===== src/rtl/ltc2308_spi_ctrl.sv =====
// Conversion/SPI frame controller for the LTC2308 ADC: CONVST pulse, conversion
// wait, then a 12-bit full-duplex shift that returns the previous frame's sample.
module ltc2308_spi_ctrl #(
  parameter int CLK_DIV       = 2,
  parameter int CONVST_CYCLES = 2,
  parameter int CONV_CYCLES   = 80
) (
  input  logic        clock,
  input  logic        reset_n,
  input  logic        start,
  input  logic [2:0]  ch,
  output logic        busy,
  output logic        done,
  output logic [11:0] data,
  output logic [2:0]  data_ch,
  output logic        data_valid,
  output logic        adc_convst,
  output logic        adc_sck,
  output logic        adc_sdi,
  input  logic        adc_sdo
);

  localparam int CW = 16;

  typedef enum logic [2:0] {IDLE, CONV_PULSE, CONV_WAIT, SHIFT, DONE} state_t;

  state_t        state_q, state_d;
  logic [CW-1:0] cnt_q, cnt_d;
  logic          phase_q, phase_d;
  logic [3:0]    bit_q, bit_d;
  logic [5:0]    cfg_q, cfg_d;
  logic [2:0]    cur_ch_q, cur_ch_d;
  logic [2:0]    prev_ch_q, prev_ch_d;
  logic          have_prev_q, have_prev_d;
  logic [11:0]   sr_q, sr_d;
  logic [11:0]   data_q, data_d;
  logic [2:0]    data_ch_q, data_ch_d;
  logic          valid_q, valid_d;

  always_ff @(posedge clock or negedge reset_n) begin
    if (!reset_n) begin
      state_q     <= IDLE;
      cnt_q       <= '0;
      phase_q     <= 1'b0;
      bit_q       <= '0;
      cfg_q       <= '0;
      cur_ch_q    <= '0;
      prev_ch_q   <= '0;
      have_prev_q <= 1'b0;
      sr_q        <= '0;
      data_q      <= '0;
      data_ch_q   <= '0;
      valid_q     <= 1'b0;
    end else begin
      state_q     <= state_d;
      cnt_q       <= cnt_d;
      phase_q     <= phase_d;
      bit_q       <= bit_d;
      cfg_q       <= cfg_d;
      cur_ch_q    <= cur_ch_d;
      prev_ch_q   <= prev_ch_d;
      have_prev_q <= have_prev_d;
      sr_q        <= sr_d;
      data_q      <= data_d;
      data_ch_q   <= data_ch_d;
      valid_q     <= valid_d;
    end
  end

  // Results are published on entry to DONE so they appear together with done.
  always_comb begin
    state_d     = state_q;
    cnt_d       = cnt_q;
    phase_d     = phase_q;
    bit_d       = bit_q;
    cfg_d       = cfg_q;
    cur_ch_d    = cur_ch_q;
    prev_ch_d   = prev_ch_q;
    have_prev_d = have_prev_q;
    sr_d        = sr_q;
    data_d      = data_q;
    data_ch_d   = data_ch_q;
    valid_d     = valid_q;
    case (state_q)
      IDLE, DONE: begin
        state_d = IDLE;
        if (start) begin
          state_d  = CONV_PULSE;
          cnt_d    = '0;
          cur_ch_d = ch;
          cfg_d    = {1'b1, ch[0], ch[2], ch[1], 1'b1, 1'b0};
        end
      end
      CONV_PULSE: begin
        if (cnt_q == CW'(CONVST_CYCLES - 1)) begin
          state_d = CONV_WAIT;
          cnt_d   = '0;
        end else begin
          cnt_d = cnt_q + 1'b1;
        end
      end
      CONV_WAIT: begin
        if (cnt_q == CW'(CONV_CYCLES - 1)) begin
          state_d = SHIFT;
          cnt_d   = '0;
          phase_d = 1'b0;
          bit_d   = '0;
          sr_d    = '0;
        end else begin
          cnt_d = cnt_q + 1'b1;
        end
      end
      SHIFT: begin
        if (cnt_q == CW'(CLK_DIV - 1)) begin
          cnt_d = '0;
          if (!phase_q) begin
            phase_d = 1'b1;
            sr_d    = {sr_q[10:0], adc_sdo};
          end else begin
            phase_d = 1'b0;
            if (bit_q == 4'd11) begin
              state_d     = DONE;
              data_d      = sr_q;
              data_ch_d   = prev_ch_q;
              valid_d     = have_prev_q;
              prev_ch_d   = cur_ch_q;
              have_prev_d = 1'b1;
            end else begin
              bit_d = bit_q + 1'b1;
            end
          end
        end else begin
          cnt_d = cnt_q + 1'b1;
        end
      end
      default: state_d = IDLE;
    endcase
  end

  // SDI carries the 6-bit config word MSB first over the first six SCK periods.
  always_comb begin
    busy       = (state_q == CONV_PULSE) || (state_q == CONV_WAIT) || (state_q == SHIFT);
    done       = (state_q == DONE);
    adc_convst = (state_q == CONV_PULSE);
    adc_sck    = (state_q == SHIFT) && phase_q;
    adc_sdi    = 1'b0;
    if ((state_q == SHIFT) && (bit_q < 4'd6)) begin
      adc_sdi = cfg_q[3'd5 - bit_q[2:0]];
    end
    data       = data_q;
    data_ch    = data_ch_q;
    data_valid = valid_q;
  end

endmodule


===== config.mk =====
export PLATFORM = sky130hd
export DESIGN_NAME = ltc2308_spi_ctrl
export DESIGN_NICKNAME = d
export VERILOG_FILES = /design/src/rtl/ltc2308_spi_ctrl.sv
export SDC_FILE = /design/constraint.sdc
export NUM_CORES = 1
export LEC_CHECK = 0
export BUFFER_PORTS_ARGS = -buffer_cell sky130_fd_sc_hd__buf_2
export CAP_MARGIN = 25
export CELL_PAD_IN_SITES_DETAIL_PLACEMENT = 0
export CELL_PAD_IN_SITES_GLOBAL_PLACEMENT = 1
export CORE_AREA = 5 5 85 87
export CTS_CLUSTER_DIAMETER = 40
export DETAILED_ROUTE_END_ITERATION = 10
export DIE_AREA = 0 0 90 92
export GPL_TIMING_DRIVEN = 1
export PLACE_DENSITY = 0.8
export SETUP_SLACK_MARGIN = 0.15
export SYNTH_ARGS = -nofsm -noshare
export SYNTH_HDL_FRONTEND = slang
export SYNTH_SLANG_ARGS = --single-unit
export TNS_END_PERCENT = 30

===== constraint.sdc =====
create_clock -name clock -period 2.56 [get_ports clock]
set_input_delay 0 -clock clock [delete_from_list [all_inputs] [get_ports clock]]
set_output_delay 0 -clock clock [all_outputs]
set_load 0.1 [all_outputs]

==> summary.txt, run 1 <==
Die
  – Die width: 90 um
  – Row count: 29
  – I/O pin total: 28
  – Die height: 92 um
  – Initial Util: 45.6%
  – Die area: 8280 um2
  – Core footprint: 6280 um2

Clock tree
  – Post-CTS setup buffer count: 0
  – Clock sinks: 60
  – CTS Root Cell: clkbuf_8
  – CTS tree: done
  – Number of CTS-inserted buffers: 9
  – Clock Pin Slew Worst Setup and Hold Paths: 70 ps
  – Clk Latency, worst-skew pair: 330 ps
  – Max clock buf depth: 2
  – H-tree Lvls: 3

Run status
  – Status: complete, no violations

Hold path
  – Worst hold path type: in2async

Setup path
  – CP Cell Sequence: ha_1 -> and4_1 -> and4_2 -> o2bb2ai_2 -> a41oi_1 -> a31oi_1
  – Crit start category: register
  – Worst stage delay on the critical path: 570 ps
  – Critical path capture point type: register
  – Worst-path fanout max: 16
  – Worst Path Class, Setup: reg2reg
  – WP data required: 2820 ps
  – Critical-path cell with the highest stage delay: o2bb2ai_2
  – CP arrival: 2450 ps

Pwr
  – Power share of the clock group: 26.3%
  – Sequential Power Share: 38.9%
  – Sw Pwr: 1260 uW
  – Switching Fraction: 40.1%
  – Pleak: 0.00161 uW
  – Cell Pwr Density: 957 nW/um2
  – Peak supply drop: 808 uV
  – Cell Int Power: 1890 uW
  – Comb power frac: 34.8%

Synthesis
  – Sequential fraction of the synthesis area: 52.4%
  – Yosys top cell by area: dfrtp_1
  – Mapped Area: 2860 um2
  – Share of the synthesized area in the top cell type: 52.4%
  – Synth Register Bits: 60
  – Top FF cell, synth: dfrtp_1
  – Cell variety after synth: 52
  – FFs w/ async S/R, synth: 100%
  – Syn Area/Cell: 11.4 um2
  – Syn_nets: 262
  – Largest cells by area after synthesis: dfrtp_1 52%, mux2_2 7.1%, a22o_1 4.6%, nand2_1 2.6%, mux2_1 2.0%
  – Ys Warns: 0
  – Number of synthesized flops with an enable pin: 0
  – Mapped Cells: 251

Cells and area
  – Sequential Area: 1500 um2
  – Area of the multi-input gates: 1270 um2
  – Diodes inserted: 0
  – Fillcell total: 558
  – Most common cell after layout, fill and taps aside: dfrtp_1
  – Syn-to-layout area delta: 14.9%
  – Layout cell share with drive strength beyond 1: 27.3%
  – Most frequent cells in the layout: 60 x dfrtp_1, 27 x buf_2, 20 x nand2_1
  – Final net count: 295

GRT
  – Vias in the first global route: 2000
  – Largest net degree at the start of global routing: 47
  – Total grt overflow: 0
  – Total GRT Usage: 14.5%
  – First-pass GRT wire length: 9.79 mm
  – Initial antenna violation count: 0

Place
  – Port Buffers: 27
  – Dpl hpwl: 3.84 mm
  – GPL Wtd Cong: 0.770

STA
  – Worst slew margin: 51.8%
  – Final Hold Vio Count: 0
  – RSZ-0062 raised after global routing: no
  – Fin crit share: 85.7%
  – Max frequency: 456 MHz
  – Final setup violating endpoints: 0
  – Fin. max-slew vios: 0
  – Minimum clock period: 2190 ps
  – Worst Skew: 7.42 ps
  – Post-route setup TNS: 0 ps
  – Tightest Pin Transition: 719 ps
  – Hold WS: 104 ps

Detailed routing
  – Antenna Nets Post-Route: 0
  – Vias: 2025
  – Vias per std cell: 5.53
  – DR DRC count: 0
  – DRT Wirelength: 5.61 mm
  – Wire per inst: 15.3 um
  – 1st-iter DRT viols: 77
  – Pre-antenna DRT Iters: 4

Job
  – Max cap viols: 0
==> routing by layer <==
layer	wire length [um]	vias to the layer above	GRT usage (%)
li1	-	986	-
met1	2760	999	20.4
met2	2590	33	21.5
met3	194	7	4.01
met4	65	0	5.21
met5	0	-	0
==> power by group through the flow <==
stage	Sequential (uW)	Clock (uW)	Combinational, uW
after floorplan	1190	0	942
after global placement	1240	0	1070
after detailed placement	1240	0	1090
after CTS	1220	850	1100
after global routing	1250	890	1210
final	1230	828	1100
==> path summary, 6_finish.rpt <==
| path | start | to | slack (ps) | cells past startpoint |
|---|---|---|---|---|
| worst min register to register | have_prev_q$_DFFE_PN0P_ | have_prev_q$_DFFE_PN0P_ | 470 | 1 |
| max in group asynchronous | reset_n | data_ch[1]$_DFFE_PN0P_ | 1560 | 3 |
| min in group clock | start | state_q[0]$_DFFE_PN0P_ | 220 | 3 |
| worst max-delay path | cnt_q[0]$_DFFE_PN0P_ | cnt_q[8]$_DFFE_PN0P_ | 370 | 6 |
| worst max register to register | cnt_q[0]$_DFFE_PN0P_ | cnt_q[8]$_DFFE_PN0P_ | 370 | 6 |
| worst min-delay path | reset_n | cnt_q[9]$_DFFE_PN0P_ | 100 | 2 |
==> cell families after synthesis <==
family / synth area share (%)
AOI/OAI and AO/OA: 14.3
xor gates and xnor gates: 0.918
adders and majority gates: 1.75
buffers and inverters: 3.45
DFF: 52.4
muxes: 10.1
and+or+nand+nor: 17.0
==> worst max-delay path: cells and delay by family, from the launching register on <==
family | cells | cell delay, ps
AOI/OAI and AO/OA | 3 | 950
DFF | 1 | 440
and+or+nand+nor | 2 | 460
adders and majority gates | 1 | 260
==> per-stage QoR <==
| step | instances | cell area, um2 | worst slack (ps) | total power, uW | utilization [%] |
|---|---|---|---|---|---|
| CTS | 366 | 3290 | 350 | 3170 | 52.4 |
| global route | 366 | 3290 | 171 | 3350 | 52.4 |
| finish | 366 | 3290 | 366 | 3150 | 52.4 |
| global placement | 345 | 3050 | 419 | 2310 | 48.6 |
| detailed placement | 345 | 3050 | 366 | 2330 | 48.6 |
| floorplan | 251 | 2870 | 16.7 | 2130 | - |
==> state kept, by name (all words and copies together), names as in the netlist <==
signal,cells
bit_q,4
cfg_q,2
cnt_q,16
cur_ch_q,2
data,12
data_ch,3
data_valid,1
have_prev_q,1
phase_q,1
prev_ch_q,3
sr_q,12
state_q,3
==> layout make-up <==
type / instances / area share [%]
sequential: 60 / 45.6
timing repair buffer: 35 / 6.31
clock inverter: 6 / 1.98
multi-input combinational: 172 / 38.6
tap: 77 / 2.93
clock buffer: 10 / 3.88
inverter: 6 / 0.684
==> synth_stat cells (2+ instances only) <==
cell type	instances
a21o_1	5
a21oi_1	7
a22o_1	15
a31oi_1	3
a41oi_1	2
and2_1	3
and3_1	5
and4_1	3
buf_2	6
buf_6	2
clkbuf_1	3
dfrtp_1	60
ha_1	4
inv_1	6
mux2_1	5
mux2_2	18
mux2i_1	3
nand2_1	20
nand3_1	7
nand4_1	3
nor2_1	11
nor2b_1	4
nor3_1	9
nor4_1	2
nor4_4	2
o21ai_0	8
o21ai_1	4
o22ai_1	3
or2_2	3
or3_1	2
xnor2_1	2
==> what timing repair did <==
action / in CTS / in global routing
endpoints found under the hold margin: 18 / 0
resized for setup: 0 / 0
hold buffers: 5 / 0
(Power assumes the default switching activity.)
==> run 2, diff against run 1 <==
==> config.mk (replaced) <==
export PLATFORM = sky130hd
export DESIGN_NAME = ltc2308_spi_ctrl
export DESIGN_NICKNAME = d
export VERILOG_FILES = /design/src/rtl/ltc2308_spi_ctrl.sv
export SDC_FILE = /design/constraint.sdc
export NUM_CORES = 1
export LEC_CHECK = 0
export CAP_MARGIN = 25
export CELL_PAD_IN_SITES_DETAIL_PLACEMENT = 0
export CELL_PAD_IN_SITES_GLOBAL_PLACEMENT = 1
export CORE_AREA = 5 5 82 84
export CTS_CLUSTER_DIAMETER = 40
export DETAILED_ROUTE_END_ITERATION = 10
export DIE_AREA = 0 0 87 89
export DONT_BUFFER_PORTS = 1
export GPL_TIMING_DRIVEN = 1
export PLACE_DENSITY = 0.81
export SETUP_SLACK_MARGIN = 0.15
export SLEW_MARGIN = 20
export SYNTH_ARGS = -nofsm -noshare
export SYNTH_HDL_FRONTEND = slang
export SYNTH_SLANG_ARGS = --single-unit
export TNS_END_PERCENT = 30
==> summary.txt, run 2 (same netlist as run 1, synthesis figures left out) <==
Cells and area
  – Most frequent cells in the layout: 60 x dfrtp_1, 20 x nand2_1, 18 x mux2_2
  – Layout cell share with drive strength beyond 1: 22.4%
  – Final core occ: 56.3%
  – Most common cell after layout, fill and taps aside: dfrtp_1
  – Final net count: 274
  – Most flop-heavy register: cnt_q
  – Diodes inserted: 0
  – Max reg flops: 16
  – Syn-to-layout area delta: 15.1%
  – Final Instance Area: 3300 um2

GRT
  – Largest net degree at the start of global routing: 61
  – First-pass GRT wire length: 9.89 mm
  – Total grt overflow: 0
  – Initial antenna violation count: 0
  – Total GRT Usage: 16.5%
  – Vias in the first global route: 2010

Clock tree
  – H-tree Lvls: 3
  – Number of CTS-inserted buffers: 9
  – Clock Pin Slew Worst Setup and Hold Paths: 70 ps
  – CTS Root Cell: clkbuf_8
  – Clock sinks: 60
  – CTS tree: done
  – Post-CTS setup buffer count: 0
  – Clk Latency, worst-skew pair: 330 ps
  – Max clock buf depth: 2

Setup path
  – Top Family by Delay on Critical Path: simple AND/OR/NAND/NOR gates
  – WP data required: 2780 ps
  – Critical R2R Launch: cnt_q[1]$_DFFE_PN0P_
  – Critical path capture point type: register
  – RR Endpoint: data[0]$_DFFE_PN0P_
  – CP Cell Sequence: inv_1 -> ha_1 -> nor4b_2 -> nand4_1 -> nor2_2 -> buf_4 -> mux2_2
  – CP arrival: 2330 ps
  – Worst Path Class, Setup: reg2reg
  – Critical-path cell with the highest stage delay: dfrtp_1
  – R2r setup slk: 450 ps
  – Worst stage delay on the critical path: 410 ps
  – Worst-path fanout max: 20
  – Cells on worst reg2reg path: 7
  – Crit start category: register
  – Worst path buffer plus inverter count: 2

Pwr
  – Pleak: 0.00155 uW
  – Peak supply drop: 566 uV
  – Switching Fraction: 37.5%
  – Cell Int Power: 2140 uW
  – Sequential Power Share: 36.1%
  – Sw Pwr: 1280 uW
  – Comb power frac: 33.8%
  – Cell Pwr Density: 1040 nW/um2
  – Power share of the clock group: 30.2%

Place
  – Area after DPL: 2980 um2
  – Dpl hpwl: 3.84 mm
  – GPL Wtd Cong: 0.831
  – Port Buffers: 0

STA
  – Worst Skew: 8.94 ps
  – Tightest Pin Transition: 936 ps
  – Minimum clock period: 2110 ps
  – Fin. max-slew vios: 0
  – Post-route setup TNS: 0 ps
  – Final Hold Vio Count: 0
  – Max frequency: 473 MHz
  – Final setup violating endpoints: 0
  – Worst slew margin: 37.6%
  – RSZ-0062 raised after global routing: no
  – Fin crit share: 82.5%

Die
  – Row count: 28
  – Initial Util: 48.9%
  – Die height: 89 um
  – Die area: 7740 um2
  – Die width: 87 um
  – Core footprint: 5850 um2
  – I/O pin total: 28

Run status
  – Status: complete, no violations

Detailed routing
  – Pre-antenna DRT Iters: 4
  – DR DRC count: 0
  – Vias: 1944
  – Wire per inst: 16.5 um
  – Antenna Nets Post-Route: 0
  – 1st-iter DRT viols: 127
  – DRT Wirelength: 5.65 mm
  – Vias per std cell: 5.67

Hold path
  – HP Start: start
  – Hold worst-path end: state_q[0]$_DFFE_PN0P_
  – Hold path depth: 2
  – Worst hold path type: in2reg

Job
  – Max cap viols: 0
==> run 2: cell count changes in the layout (fill, tap and decap cells not counted), sizes merged <==
| cell | change |
|---|---|
| clkbuf | +1 |
| clkinvlp | -3 |
| inv | +1 |
| bufinv | +2 |
| buf | -22 |
==> run 2: power groups by stage <==
stage | logic [uW] | registers [uW] | clock network [uW]
after detailed placement | 1130 | 1250 | 0
after global routing | 1280 | 1260 | 1100
after floorplan | 942 | 1190 | 0
after CTS | 1160 | 1230 | 1060
after global placement | 1110 | 1240 | 0
final | 1150 | 1230 | 1030
==> run 2: metal layers <==
metal / track usage (%) / share of wire [%] / wire length [um]
met4: 6.37 / 1.0 / 58
met1: 22.2 / 47 / 2680
met2: 25.2 / 47 / 2640
met3: 4.98 / 4.7 / 268
met5: 0 / 0 / 0
==> run 2: how the worst max path moves through the flow <==
stage,start,endpoint,slack [ps],depth (start not counted)
4_1_cts,cnt_q[1]$_DFFE_PN0P_,cnt_q[4]$_DFFE_PN0P_,450,7
3_5_place_dp,cnt_q[1]$_DFFE_PN0P_,data[0]$_DFFE_PN0P_,450,7
3_3_place_gp,cnt_q[1]$_DFFE_PN0P_,data[1]$_DFFE_PN0P_,500,7
6_report,cnt_q[1]$_DFFE_PN0P_,data[0]$_DFFE_PN0P_,450,7
2_1_floorplan,state_q[0]$_DFFE_PN0P_,adc_convst,20,2
5_1_grt,cnt_q[1]$_DFFE_PN0P_,cnt_q[4]$_DFFE_PN0P_,260,7
==> run 2: repair_timing <==
action	in CTS	in global routing
hold buffers	6	0
hold endpoints to repair	64	0
resized for setup	0	0
==> run 2: metrics by stage <==
stage | setup WS, ps | power [uW] | instances | hold WS, ps
CTS | 447 | 3450 | 343 | 109
detailed placement | 449 | 2380 | 321 | -293
global route | 256 | 3630 | 343 | 113
global placement | 500 | 2350 | 321 | -293
finish | 448 | 3420 | 343 | 115
floorplan | 16.7 | 2130 | 251 | -296
==> run 2: layout make-up <==
class,count,area (um2)
timing repair buffer,14,155
tap,75,93.8
multi-input combinational,172,1280
inverter,6,22.5
clock buffer,10,128
fill,462,2550
clock inverter,6,111
sequential,60,1500
==> run 3, diff against run 2 <==
--- a/config.mk
+++ b/config.mk
@@ -5,13 +5,14 @@
 export SDC_FILE = /design/constraint.sdc
 export NUM_CORES = 1
 export LEC_CHECK = 0
+export ABC_AREA = 1
 export CAP_MARGIN = 25
 export CELL_PAD_IN_SITES_DETAIL_PLACEMENT = 0
 export CELL_PAD_IN_SITES_GLOBAL_PLACEMENT = 1
-export CORE_AREA = 5 5 82 84
+export CORE_AREA = 5 5 88 90
 export CTS_CLUSTER_DIAMETER = 40
 export DETAILED_ROUTE_END_ITERATION = 10
-export DIE_AREA = 0 0 87 89
+export DIE_AREA = 0 0 93 95
 export DONT_BUFFER_PORTS = 1
 export GPL_TIMING_DRIVEN = 1
 export PLACE_DENSITY = 0.81
==> constraint.sdc (replaced) <==
create_clock -name clock -period 2.1 [get_ports clock]
set_input_delay 0 -clock clock [delete_from_list [all_inputs] [get_ports clock]]
set_output_delay 0 -clock clock [all_outputs]
set_load 0.1 [all_outputs]
==> summary.txt, run 3 <==
Die
  – Core footprint: 6980 um2
  – Die height: 95 um
  – Initial Util: 44.3%
  – I/O pin total: 28
  – Die area: 8840 um2
  – Die width: 93 um
  – Row count: 31

GRT
  – Initial antenna violation count: 0
  – Vias in the first global route: 2300
  – Total GRT Usage: 15.6%
  – Largest net degree at the start of global routing: 61
  – First-pass GRT wire length: 10.9 mm
  – Total grt overflow: 0

Synthesis
  – Main combinational cell family by area after synthesis: simple AND/OR/NAND/NOR gates
  – Yosys top cell by area: dfrtp_1
  – Simple-gate share of the synthesized area: 31.0%
  – Synth Register Bits: 60
  – Synth Area in XOR/XNOR: 1.98%
  – Mapped Area: 3090 um2
  – Ys Warns: 0
  – Top FF cell, synth: dfrtp_1
  – Most frequent cells after synthesis: 118 x nand2_1, 60 x dfrtp_1, 48 x inv_1, 44 x nor2_1, 23 x nand4_1
  – Syn Area/Cell: 7.88 um2
  – Top-count cell post-synth: nand2_1
  – FFs w/ async S/R, synth: 100%
  – Post-Synth Adder-Cell Area: 1.62%
  – Syn_nets: 403
  – Share of the synthesized area in the top cell type: 48.6%
  – Mux contribution to synthesized area: 0%
  – Number of synthesized flops with an enable pin: 0
  – Sequential fraction of the synthesis area: 48.6%
  – Largest cells by area after synthesis: dfrtp_1 49%, nand2_1 14%, inv_1 5.8%, nor2_1 5.3%, nand4_1 4.7%
  – Complex-gate fraction of the synthesized area: 7.77%
  – Mapped Cells: 392
  – Cell variety after synth: 32

Cells and area
  – Most flop-heavy register: cnt_q
  – Most frequent cells in the layout: 118 x nand2_1, 60 x dfrtp_1, 48 x inv_1
  – Final net count: 440
  – Max reg flops: 16
  – Layout cell share with drive strength beyond 1: 15.0%
  – Most common cell after layout, fill and taps aside: nand2_1
  – Final core occ: 52.1%
  – Diodes inserted: 0
  – Fin cells: 516
  – Syn-to-layout area delta: 17.6%

Setup path
  – Worst-path fanout max: 39
  – CP arrival: 1980 ps
  – Worst Path Class, Setup: reg2reg
  – Crit start category: register
  – Critical path capture point type: register
  – WP data required: 2310 ps

Detailed routing
  – Vias: 2528
  – Pre-antenna DRT Iters: 4
  – 1st-iter DRT viols: 111
  – DR DRC count: 0
  – Wire per inst: 12.2 um
  – Vias per std cell: 4.90
  – DRT Wirelength: 6.29 mm
  – Antenna Nets Post-Route: 0

STA
  – RSZ-0062 raised after global routing: no
  – Tightest Pin Transition: 371 ps
  – Worst Skew: 10.7 ps
  – Post-route setup slack: 333 ps
  – Hold WS: 214 ps
  – Post-route setup TNS: 0 ps
  – Worst slew margin: 75.3%
  – Final Hold Vio Count: 0
  – Minimum clock period: 1770 ps
  – Fin crit share: 84.1%
  – Fin. max-slew vios: 0
  – Final setup violating endpoints: 0
  – Max frequency: 566 MHz

Run status
  – Status: complete, no violations

Clock tree
  – CTS Hold Bufs: 10
  – CTS Root Cell: clkbuf_8
  – Max clock buf depth: 2
  – Clk Latency, worst-skew pair: 340 ps
  – H-tree Lvls: 3
  – Clock Pin Slew Worst Setup and Hold Paths: 70 ps
  – Clock sinks: 60
  – Number of CTS-inserted buffers: 9
  – Post-CTS setup buffer count: 0
  – CTS tree: done
  – Post-CTS sizing: 0

Hold path
  – Worst hold path type: in2async

Pwr
  – Cell Pwr Density: 619 nW/um2
  – Pleak: 0.00181 uW
  – Peak supply drop: 332 uV

Job
  – Max cap viols: 0

Place
  – Pre-CTS setup slack: 348 ps
  – Dpl hpwl: 4.31 mm
  – GPL Wtd Cong: 0.809
  – DP Cell Count: 490
  – Port Buffers: 0
[run 3: cells by family after synthesis]
logic type,count (synthesis)
DFF,60
xor gates and xnor gates,7
and+or+nand+nor,216
AOI/OAI and AO/OA,43
adders and majority gates,4
buffers and inverters,62
[run 3: through the flow]
step / power [uW] / area [um2]
3_5_place_dp: 1180 / 3320
6_report: 2250 / 3630
5_1_grt: 2340 / 3630
3_3_place_gp: 1180 / 3320
4_1_cts: 2290 / 3630
2_1_floorplan: 1180 / 3090
[run 3: where the power goes]
part           switching, uW  internal [uW]
Combinational           24.9           12.8
Clock                    501            556
Sequential                 0           1150
[run 3: per-layer routing]
metal,global-route usage (%),up-vias,share of wire (%)
li1,-,1334,-
met1,22.1,1149,52
met2,22.7,38,42
met3,4.86,7,3.8
met4,5.13,0,1.4
met5,0,-,0
[run 3: final cells by class]
class | count | area, um2
clock buffer | 9 | 124
clock inverter | 7 | 75.1
fill | 684 | 3350
inverter | 51 | 194
multi-input combinational | 270 | 1320
sequential | 60 | 1500
tap | 82 | 103
timing repair buffer | 37 | 320
[run 3: worst paths after layout]
kind                                          from                       to  slack [ps]  cells after the start
max                           bit_q[0]$_DFFE_PN0P_   data_ch[2]$_DFFE_PN0P_         330                      7
min                                        reset_n      data[8]$_DFFE_PN0P_         210                      2
max reg2reg                   bit_q[0]$_DFFE_PN0P_   data_ch[2]$_DFFE_PN0P_         330                      7
min reg2reg                have_prev_q$_DFFE_PN0P_  have_prev_q$_DFFE_PN0P_         460                      2
max in group asynchronous                  reset_n      sr_q[4]$_DFFE_PN0P_        1640                      2
min in group clock                         adc_sdo      sr_q[0]$_DFFE_PN0P_         390                      3
[run 3: worst max-delay path, cell delays in order, from the launching register on]
cell and delay [ps]:
dfrtp_1 490, ha_1 230, nand3_1 200, nor3_4 240
nand3_2 70, buf_4 240, nand2_1 100, o21ai_1 60
